[src/rtl/popcount_pkg.sv]
// -----------------------------------------------------------------------------
// popcount_pkg
// Shared definitions for the popcount31 vector generator.
// - N_IN / CW : default vector width and count width
// - vec_t / cnt_t : vector and count types at the default widths
// - gen_state_t : generator FSM states
// -----------------------------------------------------------------------------
package popcount_pkg;

    localparam int N_IN = 31;
    localparam int CW   = 5;

    typedef logic [N_IN-1:0] vec_t;
    typedef logic [CW-1:0]   cnt_t;

    typedef enum logic {
        IDLE = 1'b0,
        GEN  = 1'b1
    } gen_state_t;

endpackage : popcount_pkg

[src/rtl/popcount_rotl.sv]
// -----------------------------------------------------------------------------
// popcount_rotl
// Combinational rotate-left of an N-bit vector by 0..N-1 positions. This works
// for any N, including widths that are not a power of two.
// Ports:
//   din_i  in  N   vector to rotate
//   amt_i  in  AW  rotate amount, must be < N
//   dout_o out N   din_i rotated left by amt_i
// -----------------------------------------------------------------------------
module popcount_rotl #(
    parameter int N  = 31,
    parameter int AW = 5
) (
    input  logic [N-1:0]  din_i,
    input  logic [AW-1:0] amt_i,
    output logic [N-1:0]  dout_o
);

    // Shifting the doubled vector left moves the bits that leave the top of
    // the original copy into the upper half, so the upper half is the rotation.
    logic [2*N-1:0] dbl;

    assign dbl    = {din_i, din_i} << amt_i;
    assign dout_o = dbl[2*N-1:N];

endmodule : popcount_rotl

[src/rtl/popcount31_vec_gen.sv]
// -----------------------------------------------------------------------------
// popcount31_vec_gen
// Driving end of the 31-input popcount interface. It accepts a count K and
// emits a burst of NUM_VEC vectors. Each vector is a thermometer code of K ones
// rotated left by a running amount. K is forwarded as the golden count.
// Ports:
//   clk        in   1     clock, rising edge
//   rst_n      in   1     asynchronous active-low reset
//   cnt_valid  in   1     requested count present
//   cnt_ready  out  1     generator can accept a count (IDLE, not in reset)
//   cnt_k      in   CW    requested popcount K (saturated to N_IN)
//   vec_valid  out  1     vec_data / vec_count valid
//   vec_ready  in   1     consumer accepts the current vector
//   vec_data   out  N_IN  vector with exactly K ones
//   vec_count  out  CW    golden count for vec_data
//   vec_last   out  1     final vector of the burst
//   busy       out  1     burst in progress
// -----------------------------------------------------------------------------
module popcount31_vec_gen #(
    parameter int N_IN     = popcount_pkg::N_IN,
    parameter int CW       = popcount_pkg::CW,
    parameter int NUM_VEC  = 4,
    parameter int ROT_STEP = 1
) (
    input  logic            clk,
    input  logic            rst_n,
    input  logic            cnt_valid,
    output logic            cnt_ready,
    input  logic [CW-1:0]   cnt_k,
    output logic            vec_valid,
    input  logic            vec_ready,
    output logic [N_IN-1:0] vec_data,
    output logic [CW-1:0]   vec_count,
    output logic            vec_last,
    output logic            busy
);

    import popcount_pkg::*;

    localparam int ROT_W = $clog2(N_IN);
    localparam int IDX_W = (NUM_VEC > 1) ? $clog2(NUM_VEC) : 1;
    localparam logic [IDX_W-1:0] LAST_IDX = IDX_W'(NUM_VEC - 1);

    gen_state_t        state_q, state_d;
    logic [CW-1:0]     k_q, k_d;
    logic [ROT_W-1:0]  rot_q, rot_d;
    logic [IDX_W-1:0]  idx_q, idx_d;
    logic              vec_valid_q, vec_valid_d;
    logic [N_IN-1:0]   vec_data_q, vec_data_d;
    logic [CW-1:0]     vec_count_q, vec_count_d;
    logic              vec_last_q, vec_last_d;

    logic              load_vec;
    logic [CW-1:0]     k_sat;
    logic [ROT_W:0]    rot_sum;
    logic [ROT_W-1:0]  rot_wrap;
    logic [N_IN-1:0]   therm_d;
    logic [N_IN-1:0]   rot_vec;

    assign cnt_ready = (state_q == IDLE) && rst_n;
    assign busy      = (state_q == GEN);

    // The saturation is a no-op at the default widths. It only matters when
    // CW is widened beyond the range N_IN needs.
    assign k_sat = (int'(cnt_k) > N_IN) ? CW'(N_IN) : cnt_k;

    // The rotation wraps modulo N_IN, which is not a power of two. The sum is
    // computed one bit wider so that the compare sees the true value.
    assign rot_sum  = {1'b0, rot_q} + (ROT_W+1)'(ROT_STEP);
    assign rot_wrap = (rot_sum >= (ROT_W+1)'(N_IN)) ?
                      ROT_W'(rot_sum - (ROT_W+1)'(N_IN)) : rot_sum[ROT_W-1:0];

    // NOTE: every signal assigned in a combinational block gets a default
    // first. Without the defaults, a missed branch would infer a latch.
    always_comb begin
        state_d     = state_q;
        k_d         = k_q;
        rot_d       = rot_q;
        idx_d       = idx_q;
        vec_valid_d = vec_valid_q;
        vec_count_d = vec_count_q;
        vec_last_d  = vec_last_q;
        load_vec    = 1'b0;
        case (state_q)
            IDLE: begin
                if (cnt_valid && cnt_ready) begin
                    state_d     = GEN;
                    k_d         = k_sat;
                    rot_d       = '0;
                    idx_d       = '0;
                    vec_valid_d = 1'b1;
                    vec_count_d = k_sat;
                    vec_last_d  = (NUM_VEC == 1);
                    load_vec    = 1'b1;
                end
            end
            GEN: begin
                if (vec_ready) begin
                    if (vec_last_q) begin
                        state_d     = IDLE;
                        vec_valid_d = 1'b0;
                        vec_last_d  = 1'b0;
                    end else begin
                        idx_d      = idx_q + 1'b1;
                        rot_d      = rot_wrap;
                        vec_last_d = (idx_d == LAST_IDX);
                        load_vec   = 1'b1;
                    end
                end
            end
            default: state_d = IDLE;
        endcase
    end

    // The next vector is built from the next-state K and rotation, so the
    // registered vec_data is ready in the cycle right after acceptance.
    always_comb begin
        therm_d = '0;
        for (int i = 0; i < N_IN; i++) begin
            therm_d[i] = (i < int'(k_d));
        end
    end

    popcount_rotl #(
        .N  (N_IN),
        .AW (ROT_W)
    ) u_rotl (
        .din_i  (therm_d),
        .amt_i  (rot_d),
        .dout_o (rot_vec)
    );

    // When a vector is not loaded, vec_data holds its value. This keeps the
    // output bit-stable during a stall.
    assign vec_data_d = load_vec ? rot_vec : vec_data_q;

    // NOTE: sequential state uses non-blocking assignments only, so every
    // register samples the pre-edge values of the others.
    always_ff @(posedge clk or negedge rst_n) begin
        if (!rst_n) begin
            state_q     <= IDLE;
            k_q         <= '0;
            rot_q       <= '0;
            idx_q       <= '0;
            vec_valid_q <= 1'b0;
            vec_data_q  <= '0;
            vec_count_q <= '0;
            vec_last_q  <= 1'b0;
        end else begin
            state_q     <= state_d;
            k_q         <= k_d;
            rot_q       <= rot_d;
            idx_q       <= idx_d;
            vec_valid_q <= vec_valid_d;
            vec_data_q  <= vec_data_d;
            vec_count_q <= vec_count_d;
            vec_last_q  <= vec_last_d;
        end
    end

    assign vec_valid = vec_valid_q;
    assign vec_data  = vec_data_q;
    assign vec_count = vec_count_q;
    assign vec_last  = vec_last_q;

endmodule : popcount31_vec_gen

[config.mk]
export PLATFORM = sky130hd
export DESIGN_NAME = popcount31_vec_gen
export DESIGN_NICKNAME = d
export VERILOG_FILES = /design/src/rtl/popcount_pkg.sv /design/src/rtl/popcount_rotl.sv /design/src/rtl/popcount31_vec_gen.sv
export SDC_FILE = /design/constraint.sdc
export NUM_CORES = 1
export LEC_CHECK = 0
export ABC_AREA = 1
export CAP_MARGIN = 0
export CORE_ASPECT_RATIO = 1.4
export CORE_MARGIN = 8
export CORE_UTILIZATION = 52
export CTS_CLUSTER_SIZE = 10
export DETAILED_ROUTE_END_ITERATION = 8
export PLACE_DENSITY = 0.78
export SLEW_MARGIN = 20
export SYNTH_ARGS = -nofsm -noshare
export SYNTH_HDL_FRONTEND = slang
export SYNTH_SLANG_ARGS = --single-unit
[constraint.sdc]
create_clock -name clk -period 2.05 [get_ports clk]
set_input_delay 0.5125 -clock clk [delete_from_list [all_inputs] [get_ports clk]]
set_output_delay 0.5125 -clock clk [all_outputs]
set_load 0.005 [all_outputs]
# Yosys cells after proc, flatten, opt, wreduce, memory -nomap -nowiden

Index checks and enable logic that the tools add are counted.

Add/sub/neg operators: 3
Magnitude comparators: 32
Equality and inequality tests: 5
Shift-type cells: 1
Mux-type cells: 25
Bitwise operators: 1
Reduce and logical (&&, ||, !) cells: 6

Operators with widths:

| operator            | number |
|---|---|
| $lt 5x5->1 const A  | 15 |
| $shl 62x5->62       | 1 |
| $lt 4x5->1 const A  | 8 |
| $mux 5              | 6 |
| $lt 3x5->1 const A  | 4 |
| $lt 1x5->1 const A  | 2 |
| $lt 2x5->1 const A  | 2 |
| $mux 1              | 10 |
| $pmux 5 s2          | 1 |
| $pmux 1 s2          | 4 |
| $add 5x1->6 const B | 1 |
| $ge 6x5->1 const B  | 1 |
| $mux 2              | 3 |
| $reduce_and 3->1    | 2 |
| $sub 5x5->5 const B | 1 |
| $ne 2x1->1 const B  | 2 |
| $ne 2x2->1 const B  | 2 |
| $pmux 2 s2          | 1 |
| $reduce_and 2->1    | 2 |
| $add 2x1->2 const B | 1 |
| $eq 2x2->1 const B  | 1 |
| $logic_and 1x1->1   | 2 |
| $not 1->1           | 1 |

Register bits after elaboration: 51
Bits of input ports: 9
Output and inout port bits: 40
Word-level logic and storage cells: 81

# Depth between registers and ports, before layout

Gate-level depths: netlist of the first run.

Word-level depth: 7
Depth in mapped cells: 18
Gate-level depth less buffers: 17

# Hierarchy

A second synthesis of the first run with hierarchy kept.

Cells, all modules: 685
Area total of the unflattened synthesis: 4154.0 µm²

By module, submodules not included:

| module             | instances | cells each | area each (µm²) | sequential area each (µm²) |
|---|---|---|---|---|
| popcount31_vec_gen | 1         | 309        | 2417.3          | 1276.2 |
| popcount_rotl      | 1         | 376        | 1736.7          | 0.0 |

# Worst setup path after synthesis of the first run

No wires, ideal clock.

Path kind: register to register
Start: reg rot_q[0]
End: reg vec_data_q[0] (netlist: vec_data[0])
Setup time: 0.117 ns
Arrival: 2.029 ns
Required time: 1.933 ns
Slack: -0.096 ns
Stages on the path, launching flop included: 17
Buffers on the path: 1
Clock period less this slack: 2.146 ns
Path through: dfrtp_1 -> ha_1 -> nand2_1 -> nand3_1 -> nor2_4 -> nand3_1 -> nand2_1 -> nand3_1 -> nand2_1 -> nand2_1 -> buf_2 -> nand2_1 -> nand3_2 -> nand3_1 -> nand3_1 -> nand3_1 -> nand2_1

Longest elaborated chain between the ends: 7
Elaborated cells between the ends (all ways): 9
Classes of those cells: add/sub (2); order compare (1); shift (1); mux (5)

RTL lines:

| what                                             | RTL line                                           | text |
|---|---|---|
| from (decl)                                      | popcount31_vec_gen.sv:46                           | `logic [ROT_W-1:0] rot_q, rot_d;` |
| from (signal assigned)                           | popcount31_vec_gen.sv:152                          | `rot_q <= rot_d;` |
| $add 5x1->6                                      | popcount31_vec_gen.sv:69                           | `assign rot_sum = {1'b0, rot_q} + (ROT_W+1)'(ROT_STEP);` |
| $sub 5x5->5 / $ge 6x5->1 (equally long branches) | popcount31_vec_gen.sv:71, popcount31_vec_gen.sv:70 |  |
| $mux 5                                           | popcount31_vec_gen.sv:70                           | `assign rot_wrap = (rot_sum >= (ROT_W+1)'(N_IN)) ?` |
| $mux 5                                           | popcount31_vec_gen.sv:99                           | `if (vec_last_q) begin` |
| $mux 5                                           | popcount31_vec_gen.sv:98                           | `if (vec_ready) begin` |
| $pmux 5 s2 (*)                                   | popcount31_vec_gen.sv:84                           | `case (state_q)` |
| $shl 62x5->62 (*)                                | popcount_rotl.sv:23                                | `assign dbl = {din_i, din_i} << amt_i;` |
| to (signal assigned)                             | popcount31_vec_gen.sv:155                          | `vec_data_q <= vec_data_d;` |
| to (decl)                                        | popcount31_vec_gen.sv:49                           | `logic [N_IN-1:0] vec_data_q, vec_data_d;` |

Mark *: on every way between the ends. The rest lies on a longest branch, timed or not.
A chain may end at the register's enable or synchronous reset.

# Final worst setup path of the first run

Start: reg rot_q[1]
End: reg vec_data_q[16] (netlist: vec_data[16])

The elaborated chain is that of the path after synthesis.

==> results of run 1 <==
per-layer routing:
metal	track usage (%)	vias to the layer above
met4	16.5	0
met2	48.7	469
li1	-	2537
met1	31.1	2759
met5	0	-
met3	4.58	158
metrics by stage:
stage | setup TNS (ps) | hold WS (ps) | utilization, % | cell area (um2)
after floorplan | -788 | 217 | - | 4460
after global placement | -25420 | 456 | 66.1 | 5420
after detailed placement | -26450 | 461 | 66.1 | 5420
after CTS | -10040 | 319 | 72.1 | 5910
after global routing | -16800 | 332 | 84.9 | 6960
final | -14090 | 307 | 84.9 | 6960
cells by family (layout without fill, tap and decap cells):
kind of cell,Yosys count,in the layout,share of synthesized area (%)
buffers and inverters,81,171,8.39
adders and majority gates,4,4,1.14
DFF,51,51,29.1
AOI/OAI and AO/OA,28,28,3.68
and+or+nand+nor,534,535,57.7
synthesized netlist by cell type (all sizes together):
master,number
dfrtp,51
inv,39
ha,4
o211ai,2
clkbuf,9
nand3,255
o21ai,14
nor2,19
clkinv,2
nand4,9
nand2,249
a21oi,11
and3,1
a31oi,1
nand3b,1
buf,31
final timing paths:
| path | to | slack, ps | start | depth (start not counted) |
|---|---|---|---|---|
| setup / recovery | vec_data[16] | -520 | rot_q[1] | 16 |
| hold / removal | vec_data[22] | 310 | rst_n | 2 |
| setup reg to reg | vec_data[16] | -520 | rot_q[1] | 16 |
| hold reg to reg | vec_count[1] | 480 | vec_count[1] | 2 |
| max in group asynchronous | rot_q[1] | 1240 | rst_n | 2 |
| min in group clk | vec_count[1] | 480 | vec_count[1] | 2 |
final cells by class:
type                            count  area (um2)
Timing Repair Buffer              122        1360
Clock inverter                      3        27.5
Clock buffer                        5         125
Multi-Input combinational cell    567        3880
Inverter                           41         161
Tap cell                          102         128
Sequential cell                    51        1280
Fill cell                         469        1240
sequential cells by signal, indices dropped and copies added (netlist names):
signal	cells
vec_valid	1
k_q	5
vec_data	31
idx_q	2
vec_count	5
rot_q	5
vec_last	1
busy	1
repair_timing:
action                     CTS  global route
cloned                       1             9
gates resized for setup     72           190
setup endpoints to repair   32            32
buffers inserted             1             4
pin swaps                    6            25
critical path: stages, from the launching register on:
cell and delay, ps:
dfrtp_2 450, ha_4 190, nand2_2 90, nand3_2 110, nor2_4 190, nand3_2 120, nand2_2 90, nand3_4 100
nand2_2 90, nand2_4 110, buf_12 170, nand2_1 110, nand3_2 180, nand3_2 160, nand3_2 120, nand3_1 100
nand2_1 60
==> results.py, run 1 <==
metrics = {
    "worst_setup_path": {
        "start_kind": "register",
        "cp.arrival_ps": 2770,
        "cp_max_fo": 8,
        "cp-end-kind": "register",
        "worst_ep_required_time_ps": 2240,
        "crit_type": "register to register",
    },
    "synthesis": {
        "ys_seq_area_share_pct": 29.1,
        "syn_avg_cell_area_um2": 6.28,
        "ys_top_cells_by_area": "dfrtp_1 29%, nand3_1 28%, nand2_1 20%",
        "ys_seq_elements": 51,
        "syn-instance-count": 698,
        "yosysWarningCount": 0,
        "syn_area_um2": 4380,
        "synth_top_area_share_pct": 29.1,
        "synth.net_count": 711,
        "synth_largest_area_cell": "dfrtp_1",
        "synthDistinctLibCells": 30,
    },
    "cells_and_area": {
        "final_common_cell": "nand2_1",
        "drive_gt1_share_pct": 44.9,
        "nets": 801,
        "area_delta_synth_final_pct": 58.8,
        "finalNonFillerCells": 891,
        "layout_common_cells": "167 x nand2_1, 131 x nand3_2, 105 x nand3_1, 62 x nand2_2, 50 x dfrtp_1",
        "antenna_cells": 0,
    },
    "timing": {
        "rsz0062_at_grt": "yes",
        "fmax_ghz": 0.389,
        "fin_skew_ps": 10.0,
        "min_period_over_period_pct": 126,
        "setup_slack_ps": -523,
        "fin_crit_ps": 2570,
        "tightest_slew_ps": 514,
        "relSlewSlack_pct": 65.7,
        "finalHoldViolCount": 0,
        "maxSlewViolCount": 0,
        "finalSetupViolations": 31,
    },
    "route": {
        "vias_per_cell": 6.65,
        "wl_met1_um": 6960,
        "maxUsedRoutingLayer": "met4",
        "first_iter_violations": 682,
        "via_count": 5923,
        "route.met2.wl_um": 10000,
        "drc": 0,
        "wl_per_cell_um": 23.2,
        "ant_nets": 0,
        "dr_wl_met3_um": 1960,
        "routed_wirelength_um": 20700,
        "first_pass_iters": 6,
    },
    "clock_network": {
        "clkSinkCount": 51,
        "clk_path_buf_depth": 2,
        "cts_tree": "yes",
        "cts_htree_levels": 2,
        "insertion_delay_ps": 310,
        "cts_root_buf": "clkbuf_16",
        "postCtsHoldBufs": 0,
        "cts-buffers-inserted": 5,
        "clkTransAtPathRegs_ps": 80,
    },
    "die": {
        "rows": 39,
        "start_util_pct": 53.5,
        "die_area_um2": 11700,
        "ioPinCount": 49,
        "die_h_um": 125,
        "die_w_um": 93.6,
        "core-area_um2": 8200,
    },
    "global_routing": {
        "grt_overflow": 0,
        "antenna_found_initial": 0,
        "grt_start_max_net_pins": 38,
        "grt_pass1_wl_um": 26000,
        "first_global_vias": 5151,
        "grt.total_usage_pct": 28.1,
    },
    "run": {
        "drv_cap": 0,
    },
    "placement": {
        "dp_slack_ps": -932,
        "routabilityCongestion": 1.02,
        "port_buffers": 48,
        "dpl.hpwl_um": 12300,
        "dp_cells": 868,
    },
    "hold_path": {
        "hold_class": "input port to async pin",
    },
    "status": {
        "status": "finished, violations left",
        "violations": "setup timing",
    },
}
Power of run 1 is not shown: default switching activity piles up to over one toggle a cycle in this logic, so the estimate is an artifact.
==> run 2, diff against run 1 <==
--- a/config.mk
+++ b/config.mk
@@ -9,10 +9,9 @@
 export CAP_MARGIN = 0
 export CORE_ASPECT_RATIO = 1.4
 export CORE_MARGIN = 8
-export CORE_UTILIZATION = 52
-export CTS_CLUSTER_SIZE = 10
+export CORE_UTILIZATION = 58
 export DETAILED_ROUTE_END_ITERATION = 8
-export PLACE_DENSITY = 0.78
+export PLACE_DENSITY = 0.82
 export SLEW_MARGIN = 20
 export SYNTH_ARGS = -nofsm -noshare
 export SYNTH_HDL_FRONTEND = slang
==> constraint.sdc (replaced) <==
create_clock -name clk -period 2.95 [get_ports clk]
set_input_delay 0.7375 -clock clk [delete_from_list [all_inputs] [get_ports clk]]
set_output_delay 0.7375 -clock clk [all_outputs]
set_load 0.005 [all_outputs]
==> results.py, run 2 (synthesis results as in run 1) <==
metrics = {
    "status": {
        "status": "finished, final reports clean",
    },
    "placement": {
        "dpl.hpwl_um": 11700,
        "routabilityCongestion": 1.02,
        "port_buffers": 48,
        "dp_cells": 851,
    },
    "worst_setup_path": {
        "r2r-end": "vec_data[0]",
        "crit_type": "input port to register",
        "r2r_setup_slack_ps": 260,
        "worst_ep_required_time_ps": 3210,
        "start_kind": "input port",
        "timing.rr.start": "rot_q[2]",
        "cp_max_fo": 8,
        "rr_worst_depth": 18,
        "cp-end-kind": "register",
        "cp.arrival_ps": 3020,
    },
    "route": {
        "ant_nets": 0,
        "first_iter_violations": 409,
        "wl_per_cell_um": 17.8,
        "routed_wirelength_um": 15300,
        "vias_per_cell": 6.05,
        "via_count": 5200,
        "first_pass_iters": 5,
        "drc": 0,
    },
    "die": {
        "die_w_um": 89.5,
        "die_area_um2": 10600,
        "start_util_pct": 59.6,
        "rows": 37,
        "die_h_um": 119,
        "core-area_um2": 7360,
        "ioPinCount": 49,
    },
    "global_routing": {
        "antenna_found_initial": 0,
        "grt_start_max_net_pins": 33,
        "first_global_vias": 5128,
        "grt_overflow": 0,
        "grt.total_usage_pct": 29.8,
        "grt_pass1_wl_um": 24800,
    },
    "cells_and_area": {
        "area_delta_synth_final_pct": 21.7,
        "fin_util_pct": 72.5,
        "multi_input_area_um2": 2750,
        "seq_area_um2": 1280,
        "layout_common_cells": "243 x nand3_1, 231 x nand2_1, 49 x dfrtp_1, 46 x clkdlybuf4s50_1, 40 x buf_4",
        "largest_reg_flops": 31,
        "final_common_cell": "nand3_1",
        "nets": 774,
        "drive_gt1_share_pct": 14.4,
        "finalNonFillerCells": 859,
        "antenna_cells": 0,
        "n_fill_cell": 627,
    },
    "clock_network": {
        "cts_root_buf": "clkbuf_8",
        "cts-buffers-inserted": 5,
        "clkTransAtPathRegs_ps": 100,
        "cts_setup_buffers": 0,
        "cts-resized-gates": 0,
        "cts_tree": "yes",
        "insertion_delay_ps": 320,
        "cts_htree_levels": 2,
        "clkSinkCount": 51,
        "postCtsHoldBufs": 0,
        "clk_path_buf_depth": 2,
    },
    "hold_path": {
        "hold_class": "input port to async pin",
    },
    "timing": {
        "setup_tns_ps": 0,
        "min_period_over_period_pct": 93.4,
        "finalSetupViolations": 0,
        "maxSlewViolCount": 0,
        "fin_crit_ps": 2760,
        "fin_skew_ps": 11.2,
        "tightest_slew_ps": 971,
        "finalHoldViolCount": 0,
        "fmax_ghz": 0.363,
        "relSlewSlack_pct": 35.2,
        "rsz0062_at_grt": "no",
    },
    "run": {
        "drv_cap": 0,
    },
}
## run 2: layout make-up
class,instances,share of cell area [%]
clock buffer,6,1.55
timing repair buffer,96,17.6
inverter,41,2.88
clock inverter,2,0.258
sequential,51,24.0
multi-input combinational,566,51.5
tap,97,2.27
## run 2: per-stage QoR
| stage | hold slack [ps] | setup WS (ps) | instance area, um2 |
|---|---|---|---|
| 2_1_floorplan | 442 | 794 | 4380 |
| 3_3_place_gp | 453 | -173 | 5230 |
| 3_5_place_dp | 464 | -235 | 5230 |
| 4_1_cts | 257 | 91.3 | 5320 |
| 5_1_grt | 269 | 9.94 | 5340 |
| 6_report | 265 | 194 | 5340 |
## run 2: metal layers
metal	routed length [um]	GRT usage (%)	part of all wire, %
met5	0	0	0
met4	1150	22.8	7.5
met1	5630	33.3	37
met3	1120	5.16	7.3
met2	7410	48.3	48
## run 2: worst max-delay path: stages
cell and delay [ps]:
clkdlybuf4s50_1 490, nand2_1 80, nor2_2 160, nand3_1 150, nand2_2 100, nand2_2 120
buf_4 190, o21ai_1 250, buf_4 160, nand2_1 50, nand3_1 90, nand3_1 140
nand3_1 100, nand3_1 100, nand2_1 80
## run 2: how the worst max path moves through the flow
stage,startpoint,to,slack (ps),cells past startpoint
global route,rot_q[2],vec_data[15],10,18
finish,vec_ready,vec_data[5],190,15
floorplan,rst_n,vec_data[8],790,17
global placement,cnt_valid,vec_data[27],-170,16
detailed placement,cnt_valid,vec_data[24],-240,15
CTS,cnt_valid,vec_data[27],90,16
Power of run 2 is left out for the same reason.
